## src/rtl/iiitb_sipo_if.sv

```systemverilog
// iiitb_sipo_if: parallel word output bus with valid/ready handshake
interface iiitb_sipo_if #(parameter int WIDTH = 4);
  logic [WIDTH-1:0] data_out;
  logic             out_valid;
  logic             out_ready;
  modport master(output data_out, out_valid, input out_ready);
  modport slave(input data_out, out_valid, output out_ready);
endinterface

```

## src/rtl/iiitb_sipo.sv

```systemverilog
// iiitb_sipo: serial-in parallel-out deserializer with holding register, valid/ready output and sticky errors
module iiitb_sipo #(
  parameter int WIDTH     = 4,
  parameter bit LSB_FIRST = 1'b1
) (
  input  logic         clk,
  input  logic         rst_n,
  input  logic         bit_en,
  input  logic         start,
  input  logic         serial_in,
  input  logic         err_clr,
  iiitb_sipo_if.master out_bus,
  output logic         busy,
  output logic         overrun,
  output logic         frame_err
);
  localparam int CW = $clog2(WIDTH);
  localparam logic [CW-1:0] LAST = CW'(WIDTH - 1);
  localparam logic [CW-1:0] FIRST = LSB_FIRST ? '0 : LAST;
  typedef enum logic {IDLE, SHIFT} state_t;
  state_t           state_q, state_d;
  logic [WIDTH-1:0] shift_q, shift_d, data_q, data_d, word;
  logic [CW-1:0]    cnt_q, cnt_d, idx;
  logic             valid_q, valid_d, ovr_q, ovr_d, ferr_q, ferr_d, done;
  always_ff @(posedge clk or negedge rst_n) begin
    if (!rst_n) begin
      state_q <= IDLE;
      shift_q <= '0;
      cnt_q   <= '0;
      data_q  <= '0;
      valid_q <= 1'b0;
      ovr_q   <= 1'b0;
      ferr_q  <= 1'b0;
    end else begin
      state_q <= state_d;
      shift_q <= shift_d;
      cnt_q   <= cnt_d;
      data_q  <= data_d;
      valid_q <= valid_d;
      ovr_q   <= ovr_d;
      ferr_q  <= ferr_d;
    end
  end
  always_comb begin
    state_d = state_q;
    shift_d = shift_q;
    cnt_d   = cnt_q;
    data_d  = data_q;
    valid_d = valid_q & ~out_bus.out_ready;
    ovr_d   = ovr_q & ~err_clr;
    ferr_d  = ferr_q & ~err_clr;
    done    = 1'b0;
    idx     = LSB_FIRST ? cnt_q : LAST - cnt_q;
    word    = shift_q;
    word[idx] = serial_in;
    if (bit_en && start) begin
      // a start always opens a fresh word; mid-word it also drops the partial one
      shift_d        = '0;
      shift_d[FIRST] = serial_in;
      cnt_d          = CW'(1);
      state_d        = SHIFT;
      ferr_d         = (state_q == SHIFT) | ferr_d;
    end else if (bit_en && state_q == SHIFT) begin
      shift_d = word;
      done    = (cnt_q == LAST);
      cnt_d   = done ? '0 : cnt_q + CW'(1);
      state_d = done ? IDLE : SHIFT;
    end
    // holding register is free when empty or being drained this cycle
    if (done && (!valid_q || out_bus.out_ready)) begin
      data_d  = word;
      valid_d = 1'b1;
    end else if (done) begin
      ovr_d = 1'b1;
    end
  end
  assign out_bus.data_out  = data_q;
  assign out_bus.out_valid = valid_q;
  assign busy              = (state_q == SHIFT);
  assign overrun           = ovr_q;
  assign frame_err         = ferr_q;
endmodule

```

## src/flat_wrapper.sv

```systemverilog
// flat-port wrapper written by rule: the top's interface ports become plain ports
module iiitb_sipo_flat 
#(
  parameter int WIDTH     = 4,
  parameter bit LSB_FIRST = 1'b1
)
  (clk, rst_n, bit_en, start, serial_in, err_clr, busy, overrun, frame_err, out_bus_data_out, out_bus_out_valid, out_bus_out_ready);
  iiitb_sipo_if #(.WIDTH(WIDTH)) out_bus_i ();
  input  logic clk;
  input  logic rst_n;
  input  logic bit_en;
  input  logic start;
  input  logic serial_in;
  input  logic err_clr;
  output logic busy;
  output logic overrun;
  output logic frame_err;
  output wire logic [$bits(out_bus_i.data_out)-1:0] out_bus_data_out;
  output wire logic [$bits(out_bus_i.out_valid)-1:0] out_bus_out_valid;
  input wire logic [$bits(out_bus_i.out_ready)-1:0] out_bus_out_ready;
  assign out_bus_data_out = out_bus_i.data_out;
  assign out_bus_out_valid = out_bus_i.out_valid;
  assign out_bus_i.out_ready = out_bus_out_ready;
  iiitb_sipo #(.WIDTH(WIDTH), .LSB_FIRST(LSB_FIRST)) u_core (.clk(clk), .rst_n(rst_n), .bit_en(bit_en), .start(start), .serial_in(serial_in), .err_clr(err_clr), .out_bus(out_bus_i), .busy(busy), .overrun(overrun), .frame_err(frame_err));
endmodule
```

## config.mk

```make
export PLATFORM = sky130hd
export DESIGN_NAME = iiitb_sipo_flat
export DESIGN_NICKNAME = d
export VERILOG_FILES = /design/src/rtl/iiitb_sipo_if.sv /design/src/rtl/iiitb_sipo.sv /design/src/flat_wrapper.sv
export SDC_FILE = /design/constraint.sdc
export NUM_CORES = 1
export LEC_CHECK = 0
export ABC_CLOCK_PERIOD_IN_PS = 2300
export BUFFER_PORTS_ARGS = -buffer_cell sky130_fd_sc_hd__buf_2
export CELL_PAD_IN_SITES_DETAIL_PLACEMENT = 0
export CELL_PAD_IN_SITES_GLOBAL_PLACEMENT = 1
export CORE_UTILIZATION = 45
export CTS_BUF_LIST = sky130_fd_sc_hd__clkbuf_4
export DETAILED_ROUTE_END_ITERATION = 8
export MAX_ROUTING_LAYER = met4
export PLACE_DENSITY_LB_ADDON = 0.12
export SYNTH_ARGS = -nofsm -noshare
export SYNTH_HDL_FRONTEND = slang
export SYNTH_SLANG_ARGS = --single-unit
export TNS_END_PERCENT = 10
```

## constraint.sdc

```tcl
create_clock -name clk -period 2.3 [get_ports clk]
set_clock_uncertainty 0.05 [all_clocks]
set_input_delay 0.115 -clock clk [delete_from_list [all_inputs] [get_ports clk]]
set_output_delay 0.115 -clock clk [all_outputs]
set_load 0.05 [all_outputs]
```

**Word level (Yosys, flattened, before mapping)**

Cells that the tools add are included.

- RAM bits: 0
- Memories: 0
- Input port bits: 7
- Bits in latches: 0
- Memory bits (read-only): 0
- Logic and storage cells: 41
- Register bits after elaboration: 14

- Bitwise gates (word level): 6
- Div/mod/pow operators: 0
- Shift-type cells: 0
- Multiplexer cells: 17
- Add/sub/neg operators: 1
- Reduce and logical (&&, ||, !) cells: 7
- Equal/unequal tests: 1
- Multipliers: 0
- $lt $le $gt $ge: 2

Operators with widths:

| cell | count |
|---|---|
| 1-bit two-way mux | 10 |
| 4-bit two-way mux | 2 |
| 2-bit two-way mux | 3 |
| 4-bit bitwise mux | 1 |
| 1-bit logical AND | 4 |
| 1-bit bitwise AND | 3 |
| 2-bit by 3-bit < comparator with 1-bit output (second input constant) | 1 |
| 2-bit by 1-bit adder with 2-bit output (second input constant) | 1 |
| 1-bit demux with 2-bit select | 1 |
| 2-bit == test (second input constant) | 1 |
| 2-bit by 1-bit greater-or-equal comparator with 1-bit output (second input constant) | 1 |
| 1-bit NOT | 2 |
| 2-bit nonzero test | 1 |
| 1-bit logical NOT | 1 |
| 1-bit logical OR | 1 |
| 1-bit OR | 1 |

**Logic depth before layout (Yosys ltp)**

Gate-level depths: netlist of run 1.

- Depth after elaboration: 7
- Gate-level depth with buffers: 5

**Least setup slack after synthesis of run 1**

No wires, ideal clock.

- Kind: reg2reg
- Start: register u_core.state_q, in the netlist u_core.busy
- End: register u_core.data_q[0], in the netlist u_core.out_bus.data_out[0]
- Cell stages (with the launch flop): 4
- Path buffers: 0
- Slack: 0.763 ns
- Arrival: 1.363 ns
- Data required time: 2.125 ns
- Cells stage by stage: dfrtp_1 -> nand4b_4 -> nor2b_4 -> mux2_2

- Cells in the longest elaborated chain, start to end: 4

RTL lines:

| what | RTL line | text |
|---|---|---|
| start, declared | iiitb_sipo.sv:21 | `state_t state_q, state_d;` |
| start signal, assigned | iiitb_sipo.sv:35 | `state_q <= state_d;` |
| 1-bit logical AND | iiitb_sipo.sv:63 | `end else if (bit_en && state_q == SHIFT) begin` |
| 1-bit two-way mux | iiitb_sipo.sv:63 |  |
| 1-bit two-way mux | iiitb_sipo.sv:56 | `if (bit_en && start) begin` |
| 1-bit logical AND | iiitb_sipo.sv:70 | `if (done && (!valid_q \|\| out_bus.out_ready)) begin` |
| end signal, assigned | iiitb_sipo.sv:38 | `data_q <= data_d;` |
| end, declared | iiitb_sipo.sv:22 | `logic [WIDTH-1:0] shift_q, shift_d, data_q, data_d, word;` |

Every way passes these cells.
A chain may end at the register's enable or synchronous reset.

**Worst setup path in the final report of run 1**

- Start: register u_core.cnt_q[0]
- End: register u_core.data_q[2], in the netlist u_core.out_bus.data_out[2]

- Cells in the longest elaborated chain, start to end: 5

RTL lines:

| what | RTL line | text |
|---|---|---|
| start, declared | iiitb_sipo.sv:23 | `logic [CW-1:0] cnt_q, cnt_d, idx;` |
| start signal, assigned | iiitb_sipo.sv:37 | `cnt_q <= cnt_d;` |
| 2-bit by 3-bit < comparator with 1-bit output (implied by the code) / 2-bit by 1-bit greater-or-equal comparator with 1-bit output (equally long branches) | iiitb_sipo.sv:55 | `word[idx] = serial_in;` |
| 1-bit logical AND (implied by the code) | iiitb_sipo.sv:55 |  |
| 1-bit two-way mux (implied by the code) | iiitb_sipo.sv:55 |  |
| 1-bit demux with 2-bit select | - |  |
| 4-bit bitwise mux | iiitb_sipo.sv:55 |  |

Parallel ways exist; a longest one is shown, timed or not.

==> metrics, run 1 <==
number of cells upsized or downsized after cts=0; Power Density=1207 mW/mm^2; CTS root buffer=clkbuf_4; Final Slew Violations=0; Net Sw Power=454.8 uW; pin count of the biggest net entering global routing=15; Reg power frac=0.397; drt via density=about 5.4; area grow syn2layout=15.65%; Setup CP Type=flip-flop to flip-flop; CP top delay family=flip-flops; Setup violations, final=0; crit-path cells=ha_1, nand4b_4, nor2b_4, mux2_2; asr flop ratio synth=1.000; FMAX=617.9 MHz; instance count on the critical path=4; number of global-route vias before repair=~550; leakage=roughly 0.00043 uW; First-pass DRT Iterations=2; Max-slew headroom=0.6929; hpwl dp=915.3 um; I/O Pins=15; Critical Path Fanout Max=7; vias=about 550; fin area=850.8 um^2; placed inst area=804.5 um^2; Hold Crit Class=input pin to flip-flop; placer congestion estimate=0.7228; Tot GR Track Use=0.1866; Max clock buf depth=2; DR WL/cell=around 13 um; Final period util=0.7037; RSZ-0062 raised after global routing=false; Sw Share=0.4430; CTS Buf Count=3; CP Launch Type=flip-flop; share of cells above drive strength 1=0.2907; maximum vdd drop=0.8065 mV; initial antenna violation count=0; CTS H-tree lvls=1; gr ovfl total=0; drt drc=0; clock sink total=14; worst hold stages=3; row cnt=14; #FFs+latches synth=14; core box area=about 0.0015 mm^2; DRT antenna net count=0; Avg Cell Area, Syn=~11 um^2; crit path buf inv count=0; Max-Cap Viols=0; fill count=136; setup bufs post-CTS=0; share of Yosys cell area claimed by the top area cell type=0.4762; die area=0.001801 mm^2; Post-synth EDFFs=0; CTS tree=done; Critical Path RT=2.42 ns; global-route wire length before repair=2.359 mm; library cell with the largest summed area after synthesis=dfrtp_1; final setup TNS=0 ns; synthesized cell area=735.7 um^2; internal power=571.9 uW; reg2reg path depth=4; fin crit period=about 1.6 ns; Yosys warning count=0; post-synthesis cell type count=22; Mapped Nets=80; status=completed; insertion delay to the later sink of the worst-skew pair=0.28 ns; Worst path slowest cell=dfrtp_1; sequential fraction of the synthesis area=0.4762; Post-Synthesis Cells=69; Die Wd=about 42 um; worst slew pin tran=roughly 0.46 ns; ANT cells=0; Crit path largest cell delay=0.43 ns; count of final hold-check violations=0; Main synth FF type=dfrtp_1; most instantiated cells after synthesis=dfrtp_1 (14), nand2_1 (10), inv_1 (7), mux2_2 (6); most frequent cell after synthesis=dfrtp_1; Final nets=98; port bufs=14; combinational share of power=0.464; Area contributors post-synth=dfrtp_1 (48%), mux2_2 (9.2%), ha_1 (6.8%), nand2_1 (5.1%), o22ai_1 (4.3%); clock transition at the registers of the reported paths=0.09 ns; Routed WL=around 1.3 mm; crit end category=flip-flop; die height=42.44 um; Worst EP arrival=~1.7 ns; Clock power frac=0.139; Initial Util=0.4828; Starting DRT DRC Count=6
-- repair_timing --
item / CTS / global route
setup endpoints to repair: 0 / 0
hold endpoints to repair: 16 / 0
hold buffers: 2 / 0
-- worst register-to-register path, delay by kind of cell, from the launching register on --
family                   cells  cell delay, ns
flip-flops                   1            0.43
AND/OR/NAND/NOR              2            0.35
adder cells (fa/ha/maj)      1            0.34
multiplexers                 1            0.34
-- power by group through the flow --
stage	clock network, uW	registers, uW	logic [uW]
6_report	143	407	476
5_1_grt	162	419	528
4_1_cts	151	406	483
3_5_place_dp	0	412	479
3_3_place_gp	0	409	476
2_1_floorplan	0	530	258
-- registers in the layout, summed over array words and instances (netlist names) --
signal and count:
u_core.busy 1, u_core.overrun 1, u_core.out_bus.out_valid 1, u_core.cnt_q 2, u_core.shift_q 4, u_core.frame_err 1
u_core.out_bus.data_out 4
-- stage by stage --
| step | setup WS (ns) | std cells | total power [uW] | hold WS (ns) | util |
|---|---|---|---|---|---|
| final | 0.6816 | 102 | 1027 | 0.08349 | 0.5583 |
| after global routing | 0.5839 | 102 | 1109 | 0.09844 | 0.5583 |
| after CTS | 0.6737 | 102 | 1040 | 0.07962 | 0.5583 |
| after detailed placement | 0.6934 | 96 | 891.0 | -0.01424 | 0.5279 |
| after global placement | 0.7339 | 96 | 884.7 | -0.02253 | 0.5279 |
| after floorplan | 0.7626 | 69 | 788.6 | -0.2306 | - |
-- per-layer routing --
| layer | track usage | vias up | wire (um) |
|---|---|---|---|
| met1 | 0.2278 | 262 | 592 |
| met5 | - | - | 0 |
| met4 | 0.1125 | 0 | 11 |
| met2 | 0.2738 | 12 | 629 |
| met3 | 0.05172 | 2 | 49 |
| li1 | - | 275 | - |
-- worst paths after layout --
check                             startpoint                          to  slack (ns)
hold / removal             out_bus_out_ready    u_core.out_bus.out_valid        0.08
max in group asynchronous              rst_n  u_core.out_bus.data_out[1]        1.75
min in group asynchronous              rst_n                 u_core.busy        0.20
hold reg to reg            u_core.shift_q[0]           u_core.shift_q[0]        0.46
setup reg to reg             u_core.cnt_q[0]  u_core.out_bus.data_out[2]        0.68
setup / recovery             u_core.cnt_q[0]  u_core.out_bus.data_out[2]        0.68
-- cells by family (layout without fill, tap and decap cells) --
| group | Yosys count | count (layout) | share of synthesized area |
|---|---|---|---|
| AND/OR/NAND/NOR | 18 | 18 | 0.1514 |
| AO/OA/AOI/OAI | 17 | 17 | 0.1480 |
| flip-flops | 14 | 14 | 0.4762 |
| buffers and inverters | 10 | 27 | 0.06463 |
| multiplexers | 6 | 6 | 0.09183 |
| adder cells (fa/ha/maj) | 4 | 4 | 0.06803 |
-- cells in the final DEF (no fill, tap or decap), types with 2 or more instances in the layout --
master         synthesis  layout
a22oi_1                2       2
buf_2                  2      14
clkbuf_4               0       3
dfrtp_1               14      14
dlygate4sd3_1          0       2
ha_1                   4       4
inv_1                  7       7
mux2_2                 6       6
nand2_1               10      10
nand3_1                2       2
o21ai_0                5       5
o22ai_1                5       5
-- final cells by class --
type / count / area [um^2] / area share
clock buffers: 3 / 22.52 / 0.02647
clock inverters: 1 / 3.754 / 0.004412
inverters: 7 / 26.28 / 0.03088
multi-input cells: 45 / 337.8 / 0.3971
flip-flops and latches: 14 / 350.3 / 0.4118
well taps: 16 / 20.02 / 0.02353
repair buffers: 16 / 90.09 / 0.1059
Note: power is estimated with default switching activity, not from simulation.
==> run 2: changes to the inputs <==
--- a/config.mk
+++ b/config.mk
@@ -5,11 +5,11 @@
 export SDC_FILE = /design/constraint.sdc
 export NUM_CORES = 1
 export LEC_CHECK = 0
-export ABC_CLOCK_PERIOD_IN_PS = 2300
+export ABC_CLOCK_PERIOD_IN_PS = 1500
 export BUFFER_PORTS_ARGS = -buffer_cell sky130_fd_sc_hd__buf_2
 export CELL_PAD_IN_SITES_DETAIL_PLACEMENT = 0
 export CELL_PAD_IN_SITES_GLOBAL_PLACEMENT = 1
-export CORE_UTILIZATION = 45
+export CORE_UTILIZATION = 42
 export CTS_BUF_LIST = sky130_fd_sc_hd__clkbuf_4
 export DETAILED_ROUTE_END_ITERATION = 8
 export MAX_ROUTING_LAYER = met4
==> constraint.sdc (replaced) <==
create_clock -name clk -period 1.5 [get_ports clk]
set_clock_uncertainty 0.05 [all_clocks]
set_input_delay 0.075 -clock clk [delete_from_list [all_inputs] [get_ports clk]]
set_output_delay 0.075 -clock clk [all_outputs]
set_load 0.05 [all_outputs]
==> run 2 against run 1 <==
Compared with the run above:
- total power rose by 71%
- largest cell class unchanged
- core utilization rose by 2.8 points
- highest routed layer unchanged
- cell count rose by 6.9%
- maximum frequency rose by 11%
- clock power increased by 71%
- register-to-register slack worse by 0.64 ns
- sequential cell count unchanged
- via count grew 4.4%
==> metrics, run 2 (synthesis results as in run 1) <==
status=completed; FF/Latch Area=352.8 um^2 (+0.71%); First-pass DRT Iterations=4 (+2); DRT antenna net count=0 (unchanged); area grow syn2layout=25.68%; Hold Crit Class=input pin to flip-flop; CTS tree=done; Final nets=105 (+7.1%); Net Sw Power=746.7 uW (+64%); Final Util=0.5865 (+0.02822); Critical Path RT=1.62 ns (-0.80 ns); CP Launch Type=flip-flop; DR WL/cell=13.62 um (+8.4%); FMAX=684.5 MHz (+11%); share of cells above drive strength 1=0.4194 (+0.1287); Setup violations, final=0 (unchanged); internal power=1006 uW (+76%); Reg power frac=0.348 (-0.049); Setup CP Type=flip-flop to flip-flop; placed inst area=843.3 um^2 (+4.8%); Die Wd=43.86 um (+3.3%); port bufs=14 (unchanged); vias=575 (+4.4%); Multi-input gate area=352.8 um^2 (+4.4%); R2R Setup Slk=0.04 ns (-0.64 ns); hpwl dp=1.029 mm (+12%); clock sink total=14 (unchanged); worst slew pin tran=0.3239 ns (-0.1368 ns); gr ovfl total=0 (unchanged); most frequent cells in the layout=buf_2 (14), dfrtp_1 (12), nand2_1 (10); insertion delay to the later sink of the worst-skew pair=0.28 ns (about the same); ANT cells=0 (unchanged); CTS root buffer=clkbuf_4; Crit path largest cell delay=0.45 ns (+0.02 ns); Critical Path Fanout Max=4 (-3); RSZ-0062 raised after global routing=true; CTS Buf Count=3 (unchanged); row cnt=14 (unchanged); Sw Share=0.4261 (-0.01687); crit-path cells=inv_2, ha_2, mux2_2, mux2_2; count of final hold-check violations=0 (unchanged); leakage=0.0004595 uW (+7.2%); Max clock buf depth=2 (unchanged); Max-slew headroom=0.7841 (+0.09123); Final Slew Violations=0 (unchanged); global-route wire length before repair=2.456 mm (+4.1%); core box area=0.001577 mm^2 (+3.4%); CP top delay family=multiplexers; reg2reg path depth=4 (unchanged); drt via density=5.275 (-2.3%); fin crit period=1.461 ns (-0.1576 ns); instance count on the critical path=4 (unchanged); commonest non-fill, non-tap cell in the layout=buf_2; maximum vdd drop=0.8880 mV (+10%); die height=43.86 um (+3.3%); Place WS=0.02688 ns (-0.6665 ns); r2r endpoint=u_core.out_bus.data_out[0]; crit end category=flip-flop; Routed WL=1.485 mm (+16%); combinational share of power=0.513 (+0.049); fill count=146 (+7.4%); Tot GR Track Use=0.1877 (+0.001038); Max-Cap Viols=0 (unchanged); CP startpoint=u_core.cnt_q[0]; clock transition at the registers of the reported paths=0.08 ns (about the same); placer congestion estimate=0.7325 (+1.3%); drt drc=0 (unchanged); Worst path slowest cell=dfrtp_2; crit path buf inv count=1 (+1); fin area=924.6 um^2 (+8.7%); CTS H-tree lvls=1 (unchanged); initial antenna violation count=0 (unchanged); RR Startpoint=u_core.cnt_q[0]; Clock power frac=0.139 (about the same); Initial Util=0.4667 (-0.01609); Worst EP arrival=1.58 ns (-0.16 ns); Top cell by count, worst path=mux2_2; Final period util=0.9739 (+0.2702); Starting DRT DRC Count=8 (+2); Critical Path Sink=u_core.out_bus.data_out[0]; minimum hold slack=0.03937 ns (-0.04412 ns); I/O Pins=15 (unchanged); Setup WS post-layout=0.03915 ns (-0.6424 ns); number of global-route vias before repair=546 (-0.36%); Power Density=1895 mW/mm^2 (+57%); pin count of the biggest net entering global routing=15 (unchanged); die area=0.001923 mm^2 (+6.8%)
-- run 2: cell count changes in the layout (fill, tap and decap cells not counted) --
cell      delta
dfrtp_2      +2
clkinv_1     -1
inv_1        -2
inv_2        +2
dfrtp_1      -2
ha_4         +1
ha_2         +1
buf_4        +7
clkbuf_4     +1
ha_1         -2
-- run 2: worst min path at each step --
stage                       from  cells past startpoint                        to
2_1_floorplan              rst_n                      0               u_core.busy
3_3_place_gp               rst_n                      1         u_core.shift_q[0]
3_5_place_dp               rst_n                      1         u_core.shift_q[0]
4_1_cts        out_bus_out_ready                      3  u_core.out_bus.out_valid
5_1_grt                    start                      2         u_core.shift_q[2]
6_report       out_bus_out_ready                      3  u_core.out_bus.out_valid
-- run 2: cell type report --
type / instances / share of cell area
Sequential cell: 14 / 0.3816
Multi-Input combinational cell: 45 / 0.3816
Timing Repair Buffer: 23 / 0.1543
Clock buffer: 4 / 0.03248
Inverter: 7 / 0.02842
Tap cell: 16 / 0.02165
-- run 2: power by group through the flow --
stage / registers [uW] / logic (uW) / clock network (uW)
2_1_floorplan: 815 / 396 / 0
3_3_place_gp: 597 / 844 / 0
3_5_place_dp: 602 / 849 / 0
4_1_cts: 595 / 859 / 251
5_1_grt: 625 / 991 / 271
6_report: 610 / 898 / 244
-- run 2: per-layer routing --
metal	GRT usage	vias up	part of all wire
met5	-	-	0
met4	0.05455	0	0.0081
met3	0.07500	3	0.044
met2	0.2746	11	0.46
met1	0.2401	273	0.49
li1	-	288	-
-- run 2: stage by stage --
| stage | total power, uW | std cells | setup TNS, ns |
|---|---|---|---|
| 2_1_floorplan | 1211 | 69 | 0 |
| 3_3_place_gp | 1441 | 101 | 0 |
| 3_5_place_dp | 1450 | 101 | 0 |
| 6_report | 1753 | 109 | 0 |
| 4_1_cts | 1705 | 107 | 0 |
| 5_1_grt | 1888 | 109 | -0.02068 |
-- run 2: timing repair --
item,4_1_cts,5_1_grt
pin swaps,0,1
endpoints found under the hold margin,16,0
setup endpoints to repair,1,5
gates resized for setup,1,5
setup buffers,0,2
hold buffers,2,0
-- run 2: worst reg2reg max path: stages, from the launching register on --
cell     delay (ns)
dfrtp_2        0.45
inv_2          0.08
ha_2           0.17
mux2_2         0.34
mux2_2         0.26
==> run 3: changes to the inputs <==
--- a/config.mk
+++ b/config.mk
@@ -5,11 +5,11 @@
 export SDC_FILE = /design/constraint.sdc
 export NUM_CORES = 1
 export LEC_CHECK = 0
-export ABC_CLOCK_PERIOD_IN_PS = 1500
+export ABC_CLOCK_PERIOD_IN_PS = 1300
 export BUFFER_PORTS_ARGS = -buffer_cell sky130_fd_sc_hd__buf_2
 export CELL_PAD_IN_SITES_DETAIL_PLACEMENT = 0
 export CELL_PAD_IN_SITES_GLOBAL_PLACEMENT = 1
-export CORE_UTILIZATION = 42
+export CORE_UTILIZATION = 38
 export CTS_BUF_LIST = sky130_fd_sc_hd__clkbuf_4
 export DETAILED_ROUTE_END_ITERATION = 8
 export MAX_ROUTING_LAYER = met4
==> constraint.sdc (replaced) <==
create_clock -name clk -period 1.3 [get_ports clk]
set_clock_uncertainty 0.05 [all_clocks]
set_input_delay 0.065 -clock clk [delete_from_list [all_inputs] [get_ports clk]]
set_output_delay 0.065 -clock clk [all_outputs]
set_load 0.05 [all_outputs]
==> run 3 against run 2 <==
Compared with the run above:
- the flow now finishes with violations (negative setup slack)
- clock power about the same
- critical path type unchanged
- global-route usage down 1.6 points
- cell count up 11%
- first-iteration DRC count down 25%
- combinational power up 24%
==> metrics, run 3 (synthesis results as in run 1) <==
status=finished, violations left; failing checks=negative setup slack; placer congestion estimate=0.7484 (+2.2%); RSZ-0062 raised after global routing=true; internal power=1195 uW (+19%); share of cells above drive strength 1=0.4479 (+0.02856); Final Slew Violations=0 (unchanged); Final Util=0.5610 (-0.02552); Power Density=2087 mW/mm^2 (+10%); port bufs=14 (unchanged); max layer used=met4; DRT antenna net count=0 (unchanged); clock transition at the registers of the reported paths=0.09 ns (about the same); drt via density=4.851 (-8.0%); CTS H-tree lvls=1 (unchanged); vias=587 (+2.1%); clock sink total=14 (unchanged); Sw Share=0.4211 (-0.004986); Hold Crit Class=input pin to flip-flop; First-pass DRT Iterations=2 (-2); gr ovfl total=0 (unchanged); row cnt=15 (+1); ANT cells=0 (unchanged); M1 WL=648 um (-11%); CTS tree=done; Critical Path RT=1.42 ns (-0.20 ns); Max-Cap Viols=0 (unchanged); maximum vdd drop=1.181 mV (+33%); CTS root buffer=clkbuf_4; placed inst area=908.4 um^2 (+7.7%); placed insts=114 (+13%); worst slew pin tran=0.3155 ns (-0.008396 ns); insertion delay to the later sink of the worst-skew pair=0.28 ns (about the same); hpwl dp=1.112 mm (+8.1%); I/O Pins=15 (unchanged); Clock power frac=0.118 (-0.021); core box area=0.001764 mm^2 (+12%); CTS Buf Count=3 (unchanged); number of global-route vias before repair=536 (-1.8%); Initial Util=0.4170 (-0.04965); met3 wire len=54 um (-18%); drt drc=0 (unchanged); fin crit period=1.421 ns (-0.04005 ns); fin area=989.7 um^2 (+7.0%); Reg power frac=0.344 (-0.004); most frequent cells in the layout=buf_2 (13), dfrtp_1 (12), nand2_1 (10), buf_4 (10); leakage=0.0004810 uW (+4.7%); Worst EP arrival=1.54 ns (-0.04 ns); Setup violations, final=5 (+5); Routed WL=1.456 mm (-2.0%); DR WL/cell=12.03 um (-12%); die height=46 um (+4.9%); Critical Path Fanout Max=4 (unchanged); reg2reg path depth=4 (unchanged); initial antenna violation count=0 (unchanged); Die Wd=46 um (+4.9%); Max-slew headroom=0.7897 (+0.005598); die area=0.002116 mm^2 (+10%); commonest non-fill, non-tap cell in the layout=buf_2; metal2 WL=738 um (+8.7%); FMAX=703.8 MHz (+2.8%); fill count=177 (+21%); Tot GR Track Use=0.1715 (-0.01621); Final period util=1.093 (+0.1190); Layout Cells excl Fill=121 (+11%); Starting DRT DRC Count=6 (-2); CP Launch Type=flip-flop; worst hold stages=3 (unchanged); count of final hold-check violations=0 (unchanged); combinational share of power=0.538 (+0.025); Setup WS post-layout=-0.1208 ns (-0.1600 ns); Net Sw Power=869.7 uW (+16%); area grow syn2layout=34.52%; crit end category=flip-flop; global-route wire length before repair=2.311 mm (-5.9%); Setup CP Type=flip-flop to flip-flop; Max clock buf depth=2 (unchanged); pin count of the biggest net entering global routing=15 (unchanged); Place WS=-0.1113 ns (-0.1382 ns); Final nets=108 (+2.9%); total power draw=2065 uW (+18%)
[run 3: worst paths after layout]
kind | from | end | slack [ns]
max | u_core.cnt_q[1] | u_core.out_bus.data_out[3] | -0.12
min | bit_en | u_core.cnt_q[0] | 0.06
max reg2reg | u_core.cnt_q[1] | u_core.out_bus.data_out[3] | -0.12
min reg2reg | u_core.out_bus.data_out[3] | u_core.out_bus.data_out[3] | 0.46
max in group asynchronous | rst_n | u_core.out_bus.out_valid | 0.77
min in group asynchronous | rst_n | u_core.cnt_q[0] | 0.16
[run 3: layer usage]
layer,track usage,up-vias
met5,-,-
met4,0.05294,0
met3,0.07143,2
met2,0.2845,12
met1,0.1843,278
li1,-,295
[run 3: critical path, cell delays in order (launching register included)]
cell and delay, ns:
dfrtp_1 0.43, ha_4 0.17, nand4b_4 0.11, nor2b_4 0.20
mux2_2 0.35
[run 3: what timing repair did]
action	4_1_cts	5_1_grt
endpoints found under the hold margin	16	0
setup buffers	1	0
gates resized for setup	4	3
hold buffers	2	0
pin swaps	1	1
setup endpoints to repair	5	10
[run 3: final cells by class]
cell class                      instances  area, um^2  area share
Clock buffer                            3       22.52     0.02276
Tap cell                               25       31.28     0.03161
Timing Repair Buffer                   26       167.7      0.1694
Multi-Input combinational cell         45       385.4      0.3894
Sequential cell                        14       352.8      0.3565
Inverter                                7       26.28     0.02655
Clock inverter                          1       3.754    0.003793
[run 3: per-stage QoR]
stage                     hold WS (ns)  setup TNS [ns]
after floorplan                -0.2806         -0.4231
after global placement        -0.07005         -0.4540
after detailed placement      -0.06841         -0.5197
after CTS                      0.05565         -0.5218
after global routing           0.06663         -0.8356
final                          0.06472         -0.4940
[run 3: power by group through the flow]
stage          Sequential (uW)  Clock [uW]  Combinational [uW]
6_report                   710         244                1110
5_1_grt                    732         282                1220
4_1_cts                    710         260                1110
3_5_place_dp               715           0                1030
3_3_place_gp               712           0                1020
2_1_floorplan              958           0                 496
